**src/rtl/operand_fetch_stage.sv**
```systemverilog
`default_nettype none
// ============================================================================
// Module   : operand_fetch_stage
// Purpose  : Decode-side operand fetch and ID/EX pipeline register. It selects
//            the operands, inserts one bubble per load-use hazard and hands a
//            registered, valid/ready operand bundle to the execute stage.
// Options  : OPERAND_FETCH_WB_BYPASS_EN - bypass same-cycle writeback data
//            into the operand mux. Use it with a register file that writes at
//            the clock edge.
// Revision : 1.0 - initial release
// ============================================================================
module operand_fetch_stage #(
  parameter int DATA_W = 32,
  parameter int ADDR_W = 5,
  parameter int CNT_W  = 16
) (
  input  logic              clk,
  input  logic              rst,
  input  logic              id_valid,
  output logic              id_ready,
  input  logic [ADDR_W-1:0] id_rs,
  input  logic [ADDR_W-1:0] id_rt,
  input  logic [ADDR_W-1:0] id_rd,
  input  logic              id_uses_rt,
  input  logic              id_reg_write,
  input  logic              id_mem_read,
  input  logic [DATA_W-1:0] id_imm,
  output logic [ADDR_W-1:0] rf_addr_a,
  output logic [ADDR_W-1:0] rf_addr_b,
  input  logic [DATA_W-1:0] rf_data_a,
  input  logic [DATA_W-1:0] rf_data_b,
  input  logic              wb_en,
  input  logic [ADDR_W-1:0] wb_addr,
  input  logic [DATA_W-1:0] wb_data,
  input  logic              flush,
  input  logic              ex_ready,
  output logic              ex_valid,
  output logic [DATA_W-1:0] ex_op_a,
  output logic [DATA_W-1:0] ex_op_b,
  output logic [DATA_W-1:0] ex_imm,
  output logic [ADDR_W-1:0] ex_rs,
  output logic [ADDR_W-1:0] ex_rt,
  output logic [ADDR_W-1:0] ex_rd,
  output logic              ex_reg_write,
  output logic              ex_mem_read,
  output logic [CNT_W-1:0]  bubble_count
);

`ifdef OPERAND_FETCH_WB_BYPASS_EN
  localparam logic c_BYPASS_EN = 1'b1;
`else
  // The register file writes through, so wb_* is never consulted here.
  localparam logic c_BYPASS_EN = 1'b0;
`endif

  localparam logic [0:0] c_ST_RUN    = 1'b0;
  localparam logic [0:0] c_ST_BUBBLE = 1'b1;

  logic [0:0]        r_state;
  logic [0:0]        w_stateNext;
  logic              w_countBubble;

  logic              r_exValid;
  logic [DATA_W-1:0] r_exOpA;
  logic [DATA_W-1:0] r_exOpB;
  logic [DATA_W-1:0] r_exImm;
  logic [ADDR_W-1:0] r_exRs;
  logic [ADDR_W-1:0] r_exRt;
  logic [ADDR_W-1:0] r_exRd;
  logic              r_exRegWrite;
  logic              r_exMemRead;
  logic [CNT_W-1:0]  r_bubbleCount;

  logic              w_bypA;
  logic              w_bypB;
  logic [DATA_W-1:0] w_opA;
  logic [DATA_W-1:0] w_opB;
  logic              w_hazard;
  logic              w_adv;

  assign rf_addr_a = id_rs;
  assign rf_addr_b = id_rt;

  // A writeback to r0 never matches because r0 is forced to zero first.
  assign w_bypA = c_BYPASS_EN && wb_en && (wb_addr == id_rs);
  assign w_bypB = c_BYPASS_EN && wb_en && (wb_addr == id_rt);

  // Operand select: r0 reads zero, then writeback bypass, then register file.
  always_comb begin
    w_opA = '0;
    w_opB = '0;
    if (id_rs != '0) begin
      w_opA = w_bypA ? wb_data : rf_data_a;
    end
    if (id_uses_rt && (id_rt != '0)) begin
      w_opB = w_bypB ? wb_data : rf_data_b;
    end
  end

  // A load in ID/EX whose destination is read by the instruction in ID.
  assign w_hazard = id_valid && r_exValid && r_exMemRead && (r_exRd != '0) &&
                    ((r_exRd == id_rs) || (id_uses_rt && (r_exRd == id_rt)));

  assign w_adv    = !r_exValid || ex_ready;
  assign id_ready = flush || (w_adv && !w_hazard);

  // FSM state register.
  always_ff @(posedge clk or negedge rst) begin
    if (!rst) begin
      r_state <= c_ST_RUN;
    end else begin
      r_state <= w_stateNext;
    end
  end

  // FSM next state: enter BUBBLE on an inserted bubble, leave on next advance.
  always_comb begin
    w_stateNext = r_state;
    if (flush) begin
      w_stateNext = c_ST_RUN;
    end else begin
      case (r_state)
        c_ST_RUN:    if (w_adv && w_hazard) w_stateNext = c_ST_BUBBLE;
        c_ST_BUBBLE: if (w_adv)             w_stateNext = c_ST_RUN;
        default:                            w_stateNext = c_ST_RUN;
      endcase
    end
  end

  // FSM output: a counted bubble is only possible from RUN.
  always_comb begin
    w_countBubble = 1'b0;
    if ((r_state == c_ST_RUN) && !flush && w_adv && w_hazard) begin
      w_countBubble = 1'b1;
    end
  end

  // ID/EX register: flush beats bubble beats load; hold when not advancing.
  always_ff @(posedge clk or negedge rst) begin
    if (!rst) begin
      r_exValid     <= 1'b0;
      r_exOpA       <= '0;
      r_exOpB       <= '0;
      r_exImm       <= '0;
      r_exRs        <= '0;
      r_exRt        <= '0;
      r_exRd        <= '0;
      r_exRegWrite  <= 1'b0;
      r_exMemRead   <= 1'b0;
      r_bubbleCount <= '0;
    end else if (flush) begin
      r_exValid    <= 1'b0;
      r_exRegWrite <= 1'b0;
      r_exMemRead  <= 1'b0;
    end else if (w_adv) begin
      if (w_hazard) begin
        r_exValid    <= 1'b0;
        r_exRegWrite <= 1'b0;
        r_exMemRead  <= 1'b0;
        if (w_countBubble && (r_bubbleCount != '1)) begin
          r_bubbleCount <= r_bubbleCount + 1'b1;
        end
      end else if (id_valid) begin
        r_exValid    <= 1'b1;
        r_exOpA      <= w_opA;
        r_exOpB      <= w_opB;
        r_exImm      <= id_imm;
        r_exRs       <= id_rs;
        r_exRt       <= id_rt;
        r_exRd       <= id_rd;
        r_exRegWrite <= id_reg_write;
        r_exMemRead  <= id_mem_read;
      end else begin
        r_exValid    <= 1'b0;
        r_exRegWrite <= 1'b0;
        r_exMemRead  <= 1'b0;
      end
    end
  end

  assign ex_valid     = r_exValid;
  assign ex_op_a      = r_exOpA;
  assign ex_op_b      = r_exOpB;
  assign ex_imm       = r_exImm;
  assign ex_rs        = r_exRs;
  assign ex_rt        = r_exRt;
  assign ex_rd        = r_exRd;
  assign ex_reg_write = r_exRegWrite;
  assign ex_mem_read  = r_exMemRead;
  assign bubble_count = r_bubbleCount;

endmodule
`default_nettype wire
```
**config.mk**
```make
export PLATFORM = sky130hd
export DESIGN_NAME = operand_fetch_stage
export DESIGN_NICKNAME = d
export VERILOG_FILES = /design/src/rtl/operand_fetch_stage.sv
export SDC_FILE = /design/constraint.sdc
export NUM_CORES = 1
export LEC_CHECK = 0
export CAP_MARGIN = 5
export CORE_UTILIZATION = 37
export CTS_BUF_LIST = sky130_fd_sc_hd__clkbuf_8
export CTS_CLUSTER_SIZE = 8
export DETAILED_ROUTE_END_ITERATION = 7
export HOLD_SLACK_MARGIN = 0.15
export PLACE_DENSITY = 0.8
export SLEW_MARGIN = 20
export SYNTH_ARGS = -nofsm -noshare
export SYNTH_HDL_FRONTEND = slang
export SYNTH_SLANG_ARGS = --single-unit
```
**constraint.sdc**
```tcl
create_clock -name clk -period 2.1 [get_ports clk]
set_input_delay 0.42 -clock clk [delete_from_list [all_inputs] [get_ports clk]]
set_output_delay 0.42 -clock clk [all_outputs]
set_load 0.01 [all_outputs]
```
==> results.py, run 1 <==
metrics = {
    "run_status": {
        "status": "finished with violations",
        "violations": "DRC, setup timing",
    },
    "power": {
        "max-vdd-ir-drop_uv": 683,
        "power_density_nw_per_um2": 739,
        "switching_share_pct": 27.5,
        "p_sw_uw": 2100,
        "clockPowerShare_pct": 31.4,
        "p_int_uw": 5540,
        "p_seq_share_pct": 40.3,
        "leakage_uw": 0.00482,
        "total_power_uw": 7640,
        "p_comb_share_pct": 28.3,
    },
    "sta": {
        "period_needed_ns": 2.47,
        "relSlewSlack_pct": 52.3,
        "holdWs_ns": 0.483,
        "tightest_slew_ns": 0.714,
        "rsz0062_at_grt": "true",
        "setup_viol": 127,
        "clock.fmax_mhz": 405,
        "hold_viol": 0,
        "fin_worst_skew_ns": 0.0205,
        "setup_tns_ns": -26.91,
        "fin_crit_sh_pct": 117,
        "slew_violations": 0,
        "setup_ws_ns": -0.367,
    },
    "synthesis": {
        "syn_avg_cell_area_um2": 11.3,
        "syn_area_um2": 5660,
        "ys_types": 36,
        "synth_cells": 502,
        "ys_warn_count": 0,
        "ys_top_cells_by_count": "137 x nand2_1, 131 x dfrtp_1, 47 x mux2_4",
        "synthFlopType": "dfrtp_1",
        "async_flop_share_pct": 100,
        "ys_seq_area_share_pct": 58.0,
        "synth.most_common_cell": "nand2_1",
        "synth.net_count": 660,
        "synth-edff-count": 0,
        "yosysTopAreaCellShare_pct": 58.0,
        "ys_ff_latch": 131,
        "synth_largest_area_cell": "dfrtp_1",
        "synth_area_leaders": "dfrtp_1 58%, mux2_4 12%, nand2_1 9.1%",
    },
    "placement": {
        "place_congestion": 0.808,
        "portBuffers": 259,
        "dp_hpwl_um": 12100,
        "place_ws_ns": -0.788,
    },
    "layout": {
        "diodes": 0,
        "final_core_util_pct": 70.3,
        "area_growth_pct": 82.7,
        "drive_gt1_share_pct": 26.9,
        "nNetsFinal": 988,
        "num-fill-cells": 997,
    },
    "routing": {
        "drt_iter0_markers": 190,
        "wl_per_cell_um": 18.8,
        "vias": 5046,
        "viasPerCell": 4.91,
        "wl_um": 19300,
        "ant_nets": 0,
        "drcViolationCount": 22,
        "first_pass_iters": 8,
    },
    "hold_path": {
        "hp-class": "reg -> reg",
    },
    "floorplanning": {
        "start_util_pct": 38.5,
        "die_h_um": 126,
        "ios": 298,
        "core_um2": 14700,
        "row_count": 44,
        "dieArea_um2": 15800,
        "die_w_um": 126,
    },
    "grt": {
        "gr-total-overflow": 0,
        "use_met3_pct": 7.65,
        "use_met2_pct": 39.8,
        "grt_max_degree": 53,
        "grt.total_usage_pct": 23.6,
        "use_met1_pct": 27.8,
        "grt_pass1_wl_um": 28200,
        "grt_pass1_vias": 5020,
        "grt_busiest_layer": "met2",
        "antenna_found_initial": 0,
    },
    "clock_network": {
        "clk_root_buffer_cell": "clkbuf_8",
        "clk_path_buf_depth": 2,
        "clock_latency_ns": 0.44,
        "cts-htree-levels": 4,
        "cts_sinks": 131,
        "cts_buffers": 17,
        "cts.clk_slew.worst_paths_ns": 0.08,
        "cts_tree": "built",
    },
    "setup_path": {
        "worstPathArrival_ns": 2.05,
        "path_cells": "clkdlybuf4s50_1, xor2_1, nor3_2, buf_4, a32oi_2, nor2_1, o21bai_1, buf_2",
        "path_max_fanout": 2,
        "worst_ep_required_time_ns": 1.68,
        "slowest_stage": "clkdlybuf4s50_1",
        "slowest_delay_ns": 0.52,
        "cp-end-kind": "output pin",
        "critPathKind": "in -> out",
        "start_kind": "input port",
    },
    "job": {
        "maxCapViolations": 0,
    },
}
[layer usage]
| metal | vias up | share of wire [%] | routed length, µm |
|---|---|---|---|
| met3 | 32 | 8.2 | 1580 |
| met4 | 0 | 2.4 | 470 |
| met1 | 2456 | 38 | 7360 |
| met2 | 221 | 51 | 9910 |
| met5 | - | 0 | 0 |
| li1 | 2337 | - | - |
[per-stage QoR]
step	std cells	cell area (µm²)
2_1_floorplan	502	5660
3_3_place_gp	952	8650
3_5_place_dp	952	8650
4_1_cts	1005	9740
5_1_grt	1027	10300
6_report	1027	10300
[cell type report]
cell class / count / area (µm²) / share of cell area (%)
inverter: 4 / 15.0 / 0.145
tap: 184 / 230 / 2.23
clock buffer: 18 / 248 / 2.40
timing repair buffer: 345 / 3960 / 38.3
multi-input combinational: 331 / 2400 / 23.2
sequential: 131 / 3280 / 31.7
clock inverter: 14 / 201 / 1.95
[what timing repair did]
action | 4_1_cts | 5_1_grt
resized for setup | 50 | 115
setup buffers | 11 | 15
endpoints found under the hold margin | 50 | 0
pin swaps | 11 | 17
hold buffers | 1 | 0
cloned | 9 | 12
setup endpoints to repair | 126 | 127
[final timing paths]
path / startpoint / endpoint / slack (ns) / cells after the start
setup / recovery: id_rs[4] / id_ready / -0.37 / 8
hold reg to reg: ex_op_b[15] / ex_op_b[15] / 0.48 / 2
max in group asynchronous: rst / ex_op_b[28] / 0.96 / 3
min in group asynchronous: rst / ex_imm[21] / 0.51 / 2
hold / removal: ex_op_b[15] / ex_op_b[15] / 0.48 / 2
setup reg to reg: ex_rd[2] / ex_imm[13] / -0.31 / 11
[sequential cells by signal, summed over array words and instances, names as in the netlist, 5 cells and up]
name	count
ex_rd	5
ex_rs	5
ex_op_a	32
ex_op_b	32
ex_rt	5
bubble_count	16
ex_imm	32
[power groups by stage]
| stage | sequential (µW) | clock [µW] | combinational (µW) |
|---|---|---|---|
| final | 3080 | 2400 | 2160 |
| after global routing | 3110 | 2590 | 2290 |
| after CTS | 3060 | 2450 | 2000 |
| after detailed placement | 3100 | 0 | 1840 |
| after global placement | 3080 | 0 | 1810 |
| after floorplan | 3230 | 0 | 525 |
[critical path: cells and delay by family]
| family | cells | cell delay (ns) |
|---|---|---|
| compound gates | 2 | 0.38 |
| xor+xnor | 1 | 0.25 |
| buf+inv | 3 | 0.82 |
| simple gates | 2 | 0.17 |
[layout by cell type, fill, tap and decap left out, types with 6 or more instances in the layout]
master,instances
buf_12,22
dfrtp_1,129
buf_8,8
nand3_1,9
nor2_4,6
clkdlybuf4s50_1,257
nor2_1,8
clkbuf_8,18
buf_4,27
xor2_1,20
buf_6,10
o21ai_2,20
nand2_2,20
nand2_1,117
mux2_4,47
clkbuf_16,11
o21ai_1,46
buf_16,8
[cell families after synthesis]
group                      share of synthesized area (%)
and+or+nand+nor                                     13.2
DFF                                                 58.0
AOI/OAI and AO/OA                                   7.41
muxes                                               12.7
buffers and inverters                               4.67
xor gates and xnor gates                            3.87
adders and majority gates                          0.221
(Power assumes the default switching activity.)
==> run 2: changes to the inputs <==
--- a/config.mk
+++ b/config.mk
@@ -6,6 +6,7 @@
 export NUM_CORES = 1
 export LEC_CHECK = 0
 export CAP_MARGIN = 5
+export CORE_MARGIN = 4
 export CORE_UTILIZATION = 37
 export CTS_BUF_LIST = sky130_fd_sc_hd__clkbuf_8
 export CTS_CLUSTER_SIZE = 8
==> run 2 against run 1 <==
The flow finishes with violations (setup timing); combinational power up 5%; sequential cell count unchanged; die area up 9.8%; highest routed layer unchanged; wire length up 4.4%; largest cell class unchanged; final area up 2.4%; non-clock buffer count down 5; hold slack worse by 0.019 ns; clock power down 8%.
==> results.py, run 2 (same netlist as run 1, synthesis figures left out) <==
metrics = {
    "run_status": {
        "violations": "setup timing",
        "status": "finished with violations",
    },
    "sta": {
        "setup_viol": 125,
        "setup_tns_ns": -28.28,
        "period_needed_ns": 2.46,
        "fin_worst_skew_ns": 0.0124,
        "holdWs_ns": 0.465,
        "slew_violations": 0,
        "tightest_slew_ns": 0.680,
        "clock.fmax_mhz": 406,
        "hold_viol": 0,
        "relSlewSlack_pct": 54.5,
        "setup_ws_ns": -0.364,
        "fin_crit_sh_pct": 117,
        "rsz0062_at_grt": "true",
    },
    "grt": {
        "grt_max_degree": 43,
        "grt_pass1_wl_um": 31700,
        "gr-total-overflow": 0,
        "grt_pass1_vias": 5517,
        "grt.total_usage_pct": 23.2,
        "antenna_found_initial": 0,
    },
    "placement": {
        "portBuffers": 259,
        "dp_hpwl_um": 12500,
        "placedCellCount": 946,
        "place_congestion": 0.799,
        "place_ws_ns": -0.757,
    },
    "floorplanning": {
        "ios": 298,
        "row_count": 44,
        "start_util_pct": 38.3,
        "dieArea_um2": 17300,
        "die_w_um": 132,
        "core_um2": 14800,
        "die_h_um": 132,
    },
    "setup_path": {
        "rrSetupSlack_ns": -0.31,
        "worst-r2r-cell-count": 10,
        "worstPathArrival_ns": 2.04,
        "worst_ep_required_time_ns": 1.68,
        "worstReg2RegEnd": "ex_imm[17]",
        "critPathLaunch": "ex_rd[1]",
        "path_max_fanout": 2,
        "cp-end-kind": "output pin",
        "worstReg2RegStart": "ex_rd[1]",
        "cp-endpoint": "id_ready",
        "start_kind": "flop",
        "critPathKind": "reg -> out",
    },
    "power": {
        "max-vdd-ir-drop_uv": 460,
        "power_density_nw_per_um2": 719,
        "leakage_uw": 0.00491,
    },
    "routing": {
        "viasPerCell": 5.00,
        "wl_met1_um": 7920,
        "topRoutingLayerUsed": "met4",
        "met2_length_um": 10200,
        "ant_nets": 0,
        "wl_per_cell_um": 19.8,
        "met3_length_um": 1540,
        "drcViolationCount": 0,
        "vias": 5095,
        "drt_iter0_markers": 237,
        "wl_um": 20200,
        "first_pass_iters": 4,
    },
    "hold_path": {
        "hp-class": "in -> async",
    },
    "layout": {
        "area_growth_pct": 87.1,
        "drive_gt1_share_pct": 34.4,
        "final_common_cell": "clkdlybuf4s50_1",
        "mostFrequentLayoutCells": "257 x clkdlybuf4s50_1, 129 x dfrtp_1, 73 x nand2_1",
        "diodes": 0,
        "nNetsFinal": 983,
        "fin_cells": 1020,
        "final_core_util_pct": 71.7,
    },
    "job": {
        "maxCapViolations": 0,
    },
    "clock_network": {
        "clk_path_buf_depth": 2,
        "cts-htree-levels": 4,
        "cts_sinks": 131,
        "cts_tree": "built",
        "clock_latency_ns": 0.44,
        "clk_root_buffer_cell": "clkbuf_8",
        "cts_buffers": 17,
        "cts.clk_slew.worst_paths_ns": 0.07,
    },
}
[run 2: cell count changes in the layout (fill, tap and decap cells not counted), sizes merged]
cell	before	now
buf	76	80
bufinv	4	3
clkbuf	29	21
inv	7	5
[run 2: repair_timing]
action                                  CTS  global route
hold buffers                              1             0
buffers inserted                         30             4
resized for setup                       169           118
hold endpoints to repair                 39             0
pin swaps                                58            56
endpoints found under the setup margin  127           129
gates cloned                             19             2
[run 2: how the worst min path moves through the flow]
stage | end | depth (start not counted)
after floorplan | bubble_count[0] | 0
after global placement | ex_imm[3] | 1
after detailed placement | ex_rt[2] | 1
after CTS | bubble_count[13] | 2
after global routing | ex_rt[4] | 2
final | ex_imm[1] | 2
[run 2: metal layers]
metal	track usage (%)	up-vias
met4	8.28	0
met5	0	-
met1	27.5	2508
met2	39.0	231
li1	-	2321
met3	8.49	35
[run 2: metrics by stage]
step	total power, µW	cell area [µm²]
finish	7610	10600
global route	7950	10600
CTS	7510	10300
detailed placement	4950	8630
global placement	4900	8630
floorplan	3750	5660
[run 2: report_power, final]
part	leakage (µW)	total (µW)	switching, µW	internal (µW)
sequential	0.00165	3130	283	2850
combinational	0.00306	2270	858	1410
clock	0.000204	2210	999	1210
total	0.00491	7610	2140	5470
[run 2: worst max-delay path: stages (launching register included)]
cell	delay, ns
dfrtp_1	0.40
or4_4	0.56
o2111ai_4	0.22
nor2_1	0.09
o21bai_1	0.17
buf_2	0.16
[run 2: final cells by class]
type,instances,area [µm²]
flip-flops and latches,131,3280
clock inverters,11,138
inverters,4,15.0
multi-input cells,331,2820
well taps,184,230
fillers,958,4170
clock buffers,19,262
repair buffers,340,3840
